`src/rtl/counter_pkg.sv`:
```
// Shared constants and helpers for the counter block.
package counter_pkg;

  localparam int unsigned COUNTER_DEFAULT_WIDTH = 4;

  // Largest value representable in `width` bits; also the default terminal value.
  function automatic int unsigned counter_max(input int unsigned width);
    if (width >= 32) begin
      return 32'hFFFF_FFFF;
    end
    return (32'd1 << width) - 32'd1;
  endfunction

endpackage

```
`src/rtl/counter_next.sv`:
```
// Combinational next-state logic for counter: increment with wrap at MAX_COUNT.
module counter_next
  import counter_pkg::*;
#(
  parameter int unsigned WIDTH     = COUNTER_DEFAULT_WIDTH,
  parameter int unsigned MAX_COUNT = counter_max(WIDTH)
) (
  input  logic [WIDTH-1:0] i_count,
  input  logic             i_en,
  output logic [WIDTH-1:0] o_next_count,
  output logic             o_wrap
);

  localparam logic [WIDTH-1:0] MaxVal = WIDTH'(MAX_COUNT);

  logic w_at_or_past_max;

  // Any out-of-range value also loads 0, so forced bad state self-recovers.
  assign w_at_or_past_max = (i_count >= MaxVal);

  always_comb begin
    o_next_count = i_count;
    if (i_en) begin
      if (w_at_or_past_max) begin
        o_next_count = '0;
      end else begin
        o_next_count = i_count + WIDTH'(1);
      end
    end
  end

  assign o_wrap = i_en & (i_count == MaxVal);

endmodule

```
`src/rtl/counter.sv`:
```
// Enable-gated modulo up-counter; state register and reset only.
// Optional terminal-count output tc is enabled by defining COUNTER_TC_EN.
module counter
  import counter_pkg::*;
#(
  parameter int unsigned WIDTH     = COUNTER_DEFAULT_WIDTH,
  parameter int unsigned MAX_COUNT = counter_max(WIDTH)
) (
  input  logic             clk,
  input  logic             rst_n,
  input  logic             en,
`ifdef COUNTER_TC_EN
  output logic             tc,
`endif
  output logic [WIDTH-1:0] count
);

  if (WIDTH < 1 || WIDTH > 32) begin : g_bad_width
    $error("counter: WIDTH must be in 1..32");
  end
  if (MAX_COUNT == 0 || MAX_COUNT > counter_max(WIDTH)) begin : g_bad_max
    $error("counter: MAX_COUNT must satisfy 0 < MAX_COUNT <= 2**WIDTH-1");
  end

  logic [WIDTH-1:0] r_count;
  logic [WIDTH-1:0] w_next_count;
  logic             w_wrap;

  counter_next #(
    .WIDTH     (WIDTH),
    .MAX_COUNT (MAX_COUNT)
  ) u_next (
    .i_count      (r_count),
    .i_en         (en),
    .o_next_count (w_next_count),
    .o_wrap       (w_wrap)
  );

  always_ff @(posedge clk or negedge rst_n) begin
    if (!rst_n) begin
      r_count <= '0;
    end else begin
      r_count <= w_next_count;
    end
  end

  assign count = r_count;

`ifdef COUNTER_TC_EN
  // Count is 0 in reset and MAX_COUNT > 0, so tc is naturally low there.
  assign tc = w_wrap;
`else
  logic w_unused_wrap;
  assign w_unused_wrap = w_wrap;
`endif

  a_en_known : assert property (@(posedge clk) disable iff (!rst_n) !$isunknown(en))
    else $error("counter: en is unknown at clock edge");

endmodule

```
`config.mk`:
```
export PLATFORM = sky130hd
export DESIGN_NAME = counter
export DESIGN_NICKNAME = d
export VERILOG_FILES = /design/src/rtl/counter_pkg.sv /design/src/rtl/counter_next.sv /design/src/rtl/counter.sv
export SDC_FILE = /design/constraint.sdc
export NUM_CORES = 1
export LEC_CHECK = 0
export CAP_MARGIN = 20
export CORE_AREA = 2 2 39 41
export CTS_CLUSTER_SIZE = 14
export DETAILED_ROUTE_END_ITERATION = 12
export DIE_AREA = 0 0 41 43
export MAX_ROUTING_LAYER = met4
export SLEW_MARGIN = 25
export SYNTH_ARGS = -nofsm -noshare
export SYNTH_HDL_FRONTEND = slang
export SYNTH_SLANG_ARGS = --single-unit
```
`constraint.sdc`:
```
create_clock -name clk -period 3.1 [get_ports clk]
set_input_delay 0.775 -clock clk [delete_from_list [all_inputs] [get_ports clk]]
set_output_delay 0.775 -clock clk [all_outputs]
set_load 0.02 [all_outputs]
```
==> results of run 1 <==
-- synthesized netlist by cell type --
master,count
inv_1,1
ha_1,1
nand4_1,1
nand2_1,2
nand3_1,2
xnor2_1,1
a21oi_1,1
mux2_2,1
o21ai_0,1
o21ai_1,2
dfrtp_1,4
-- through the flow --
stage	setup WS (ps)	hold slack (ps)	utilization, %	cells	total power, mW
2_1_floorplan	1850	479	-	17	0.165
3_3_place_gp	1280	496	18.8	39	0.224
3_5_place_dp	1280	500	18.8	39	0.226
4_1_cts	1040	505	20.4	42	0.293
5_1_grt	1010	554	20.4	42	0.312
6_report	1060	500	20.4	42	0.286
-- cell type report --
class | count | area (um2)
flip-flops and latches | 4 | 100
inverters | 1 | 3.75
fillers | 155 | 1100
well taps | 16 | 20.0
clock buffers | 3 | 22.5
repair buffers | 6 | 60.1
multi-input cells | 12 | 76.3
-- worst reg2reg max path, cell delays in order, from the launching register on --
cell     delay (ps)
dfrtp_1         410
ha_1            300
mux2_2          260
-- power by group through the flow --
stage	Combinational, mW	Sequential (mW)	Clock (mW)
final	0.122	0.101	0.0626
after global routing	0.136	0.107	0.0694
after CTS	0.124	0.102	0.0670
after detailed placement	0.124	0.102	0
after floorplan	0.0382	0.127	0
after global placement	0.122	0.102	0
-- cell families (layout without fill, tap and decap cells) --
| logic type | after synthesis | in the layout |
|---|---|---|
| adder cells (fa/ha/maj) | 1 | 1 |
| buffers and inverters | 1 | 10 |
| AND/OR/NAND/NOR | 5 | 5 |
| flip-flops | 4 | 4 |
| multiplexers | 1 | 1 |
| XOR/XNOR | 1 | 1 |
| AO/OA/AOI/OAI | 4 | 4 |
-- worst paths after layout --
| check | start | to | slack [ps] | cells past startpoint |
|---|---|---|---|---|
| setup / recovery | count[2] | count[2] | 1060 | 1 |
| hold / removal | count[3] | count[3] | 500 | 1 |
| setup reg to reg | count[0] | count[1] | 2010 | 2 |
| hold reg to reg | count[3] | count[3] | 500 | 1 |
| max in group asynchronous | rst_n | count[3] | 2190 | 1 |
| min in group asynchronous | rst_n | count[0] | 740 | 1 |
-- routing by layer --
| metal | part of all wire (%) | vias to the layer above | global-route usage, % |
|---|---|---|---|
| met2 | 52 | 5 | 7.81 |
| met4 | 0 | 0 | 6.00 |
| li1 | - | 78 | - |
| met1 | 38 | 74 | 3.91 |
| met3 | 9.7 | 0 | 3.14 |
| met5 | 0 | - | - |
==> flow_metrics.py, run 1 <==
metrics = {
    "run_status": {
        "outcome": "complete, no violations",
    },
    "cells_and_area": {
        "drive_gt1_share_pct": 15.4,
        "fin_area_um2": 283,
        "layout_common_cells": "6 x clkdlybuf4s50_1, 4 x dfrtp_1, 3 x clkbuf_4",
        "antenna_cells": 0,
        "area_growth_syn_to_layout_pct": 56.9,
        "final_common_cell": "clkdlybuf4s50_1",
        "nets": 32,
        "largest_reg_flops": 4,
    },
    "worst_setup_path": {
        "critPathBufInv": 1,
        "setup.worst_path.class": "reg -> out",
        "cp_top_family": "buffers and inverters",
        "crit_path_top_delay_cell": "clkdlybuf4s50_1",
        "critPathCaptureType": "primary output",
        "worst_ep_arrival_time_ps": 1270,
        "slowest_delay_ps": 630,
        "cp_cell_sequence": "clkdlybuf4s50_1",
        "critPathLaunchType": "flip-flop",
        "cp.required_ps": 2320,
        "cp_max_fo": 5,
    },
    "global_routing": {
        "grt_pass1_wl_um": 531,
        "antenna_found_initial": 0,
        "overflow": 0,
        "grt.total_usage_pct": 5.37,
        "grt_max_degree": 7,
        "grt_pass1_vias": 163,
    },
    "detailed_routing": {
        "dr_total_vias": 157,
        "post_drt_via_cell_ratio": 3.74,
        "antenna_left": 0,
        "drtPass1Iterations": 1,
        "wire_per_inst_um": 8.33,
        "wirelength_um": 350,
        "drc": 0,
        "drt-initial-drc-count": 0,
    },
    "yosys": {
        "ys_seq_area_share_pct": 55.6,
        "synthXorXnorAreaFrac_pct": 4.86,
        "synth_compound_area_share_pct": 11.1,
        "yosys.area_share.simple_pct": 13.2,
        "syn-cell-area_um2": 180,
        "yosys.area.top_type": "dfrtp_1",
        "netlist.area_leader.share_pct": 55.6,
        "ys_types": 11,
        "synthMuxAreaShare_pct": 6.25,
        "synth.area.top_cells": "dfrtp_1 56%, ha_1 6.9%, mux2_2 6.3%",
        "synth_warnings": 0,
        "synthAdderAreaFrac_pct": 6.94,
        "avgSynthCellArea_um2": 10.6,
        "synth-seq-cells": 4,
        "synthCells": 17,
        "syn_nets": 21,
        "synth_top_family_by_area": "simple AND/OR/NAND/NOR gates",
    },
    "floorplanning": {
        "die-height_um": 43,
        "core_um2": 1380,
        "die-area_um2": 1760,
        "initial_utilization_pct": 13.0,
        "num_rows": 14,
        "die-width_um": 41,
        "ios": 7,
    },
    "sta": {
        "hold_violations": 0,
        "finalCritPeriodShare_pct": 65.9,
        "fmax_mhz": 490,
        "setup_viol": 0,
        "slew_headroom_pct": 85.8,
        "finalMaxSlewViolations": 0,
        "tightest_slew_ps": 212,
        "fin_crit_ps": 2040,
        "grt_setup_unrepaired": "no",
        "fin_skew_ps": 2.42,
        "fin_setup_tns_ps": 0,
    },
    "clock_network": {
        "cts_tree": "done",
        "clock_sinks": 4,
        "clock_latency_ps": 230,
        "clk_pin_slew_ps": 30,
        "root_buffer": "clkbuf_4",
        "cts-buffers-inserted": 3,
        "cts_hold_repair.buffers": 0,
        "cts_setup_buffers": 0,
        "h-tree-depth": 1,
        "cts_resized": 0,
        "cts_max_path_buffers": 2,
    },
    "power": {
        "p_leak_nw": 0.115,
        "p_sw_mw": 0.104,
        "internal_power_mw": 0.182,
        "clockPowerShare_pct": 21.9,
        "swShare_pct": 36.4,
        "ir_drop_mv": 0.148,
        "p_seq_share_pct": 35.4,
        "power_density_nw_per_um2": 1010,
        "p_comb_share_pct": 42.7,
    },
    "job": {
        "maxCapViolations": 0,
    },
    "place": {
        "placed_cell_area_um2": 260,
        "gp_congestion": 0.518,
        "portBuffers": 6,
        "hpwlAfterDp_um": 274,
    },
    "worst_hold_path": {
        "hold_class": "reg -> reg",
    },
}
(Power assumes the default switching activity.)
==> run 2, diff against run 1 <==
- clock period: 3.1 -> 1.75 ns (I/O delays scaled with it)
==> flow_metrics.py, run 2 (same netlist as run 1, synthesis figures left out) <==
metrics = {
    "run_status": {
        "outcome": "complete, no violations",
    },
    "detailed_routing": {
        "drtPass1Iterations": 2,
        "dr_total_vias": 159,
        "antenna_left": 0,
        "wire_per_inst_um": 8.02,
        "drt-initial-drc-count": 2,
        "post_drt_via_cell_ratio": 3.79,
        "drc": 0,
        "wirelength_um": 337,
    },
    "floorplanning": {
        "num_rows": 14,
        "ios": 7,
        "die-height_um": 43,
        "initial_utilization_pct": 13.0,
        "die-area_um2": 1760,
        "core_um2": 1380,
        "die-width_um": 41,
    },
    "worst_setup_path": {
        "regToRegEndpoint": "count[1]",
        "r2r_cells": 2,
        "critical_path_cell_count": 1,
        "cp_top_family": "buffers and inverters",
        "rrSetupSlack_ps": 670,
        "cp_cell_sequence": "clkdlybuf4s50_1",
        "cp.required_ps": 1310,
        "r2r_start": "count[0]",
        "critPathBufInv": 1,
        "critPathCaptureType": "primary output",
        "cp_max_fo": 5,
        "crit_path_top_delay_cell": "clkdlybuf4s50_1",
        "slowest_delay_ps": 620,
        "worst_ep_arrival_time_ps": 1250,
        "critPathLaunchType": "flip-flop",
        "setup.worst_path.class": "reg -> out",
    },
    "sta": {
        "grt_setup_unrepaired": "no",
        "hold_violations": 0,
        "tightest_slew_ps": 221,
        "fmax_mhz": 593,
        "finalMaxSlewViolations": 0,
        "setup_ws_ps": 63.4,
        "fin_crit_ps": 1690,
        "fin_skew_ps": 3.06,
        "finalCritPeriodShare_pct": 96.4,
        "slew_headroom_pct": 85.2,
        "fin_setup_tns_ps": 0,
        "setup_viol": 0,
    },
    "power": {
        "power_density_nw_per_um2": 1750,
        "ir_drop_mv": 0.315,
        "p_leak_nw": 0.125,
        "total_power_mw": 0.500,
    },
    "clock_network": {
        "h-tree-depth": 1,
        "cts_tree": "done",
        "clock_latency_ps": 230,
        "clk_pin_slew_ps": 40,
        "root_buffer": "clkbuf_4",
        "cts_hold_repair.buffers": 0,
        "clock_sinks": 4,
        "cts_max_path_buffers": 2,
        "cts-buffers-inserted": 3,
    },
    "cells_and_area": {
        "antenna_cells": 0,
        "final_common_cell": "clkdlybuf4s50_1",
        "fin_area_um2": 285,
        "area_growth_syn_to_layout_pct": 58.3,
        "largest_reg_flops": 4,
        "drive_gt1_share_pct": 15.4,
        "nets": 32,
        "layout_common_cells": "5 x clkdlybuf4s50_1, 4 x dfrtp_1, 3 x clkbuf_4",
    },
    "place": {
        "dp_worst_setup_slack_ps": 258,
        "gp_congestion": 0.566,
        "placed_cell_area_um2": 260,
        "hpwlAfterDp_um": 257,
        "portBuffers": 6,
    },
    "worst_hold_path": {
        "hold_class": "in -> async",
    },
    "global_routing": {
        "grt.total_usage_pct": 5.99,
        "grt_max_degree": 7,
        "overflow": 0,
        "grt_pass1_vias": 161,
        "antenna_found_initial": 0,
        "grt_pass1_wl_um": 607,
    },
    "job": {
        "maxCapViolations": 0,
    },
}
-- run 2: per-stage QoR --
| stage | cells | utilization, % | hold WS [ps] |
|---|---|---|---|
| after global placement | 39 | 18.8 | 495 |
| after CTS | 42 | 20.4 | 403 |
| after detailed placement | 39 | 18.8 | 496 |
| after global routing | 42 | 20.6 | 415 |
| final | 42 | 20.6 | 405 |
| after floorplan | 17 | - | 142 |
-- run 2: area by class of cell --
cell class	instances	area [um2]
fill	158	1100
clock buffer	3	22.5
multi-input combinational	12	76.3
sequential	4	100
inverter	1	3.75
timing repair buffer	6	62.6
tap	16	20.0
-- run 2: worst max-delay path by stage --
stage,from,endpoint
after global routing,count[0],count[0]
after CTS,count[2],count[2]
final,count[0],count[0]
after floorplan,count[0],count[1]
after global placement,en,count[1]
after detailed placement,en,count[1]
-- run 2: report_power, final --
group | internal (mW) | total (mW) | switching (mW) | leakage, nW
clock network | 0.0764 | 0.109 | 0.0329 | 0.0138
registers | 0.133 | 0.179 | 0.0459 | 0.0482
logic | 0.110 | 0.211 | 0.102 | 0.0630
-- run 2: what timing repair did --
| item | CTS | global route |
|---|---|---|
| resized for setup | 0 | 1 |
| setup endpoints to repair | 0 | 1 |
| setup buffers | 0 | 0 |
-- run 2: routing by layer --
metal  vias to the layer above  GRT usage, %  part of all wire (%)  routed length [um]
li1                         79             -                     -                   -
met1                        73          5.84                    39                 133
met2                         5          6.88                    49                 166
met3                         2          3.14                   9.2                  31
met4                         0          8.00                   1.8                   6
met5                         -             -                     0                   0
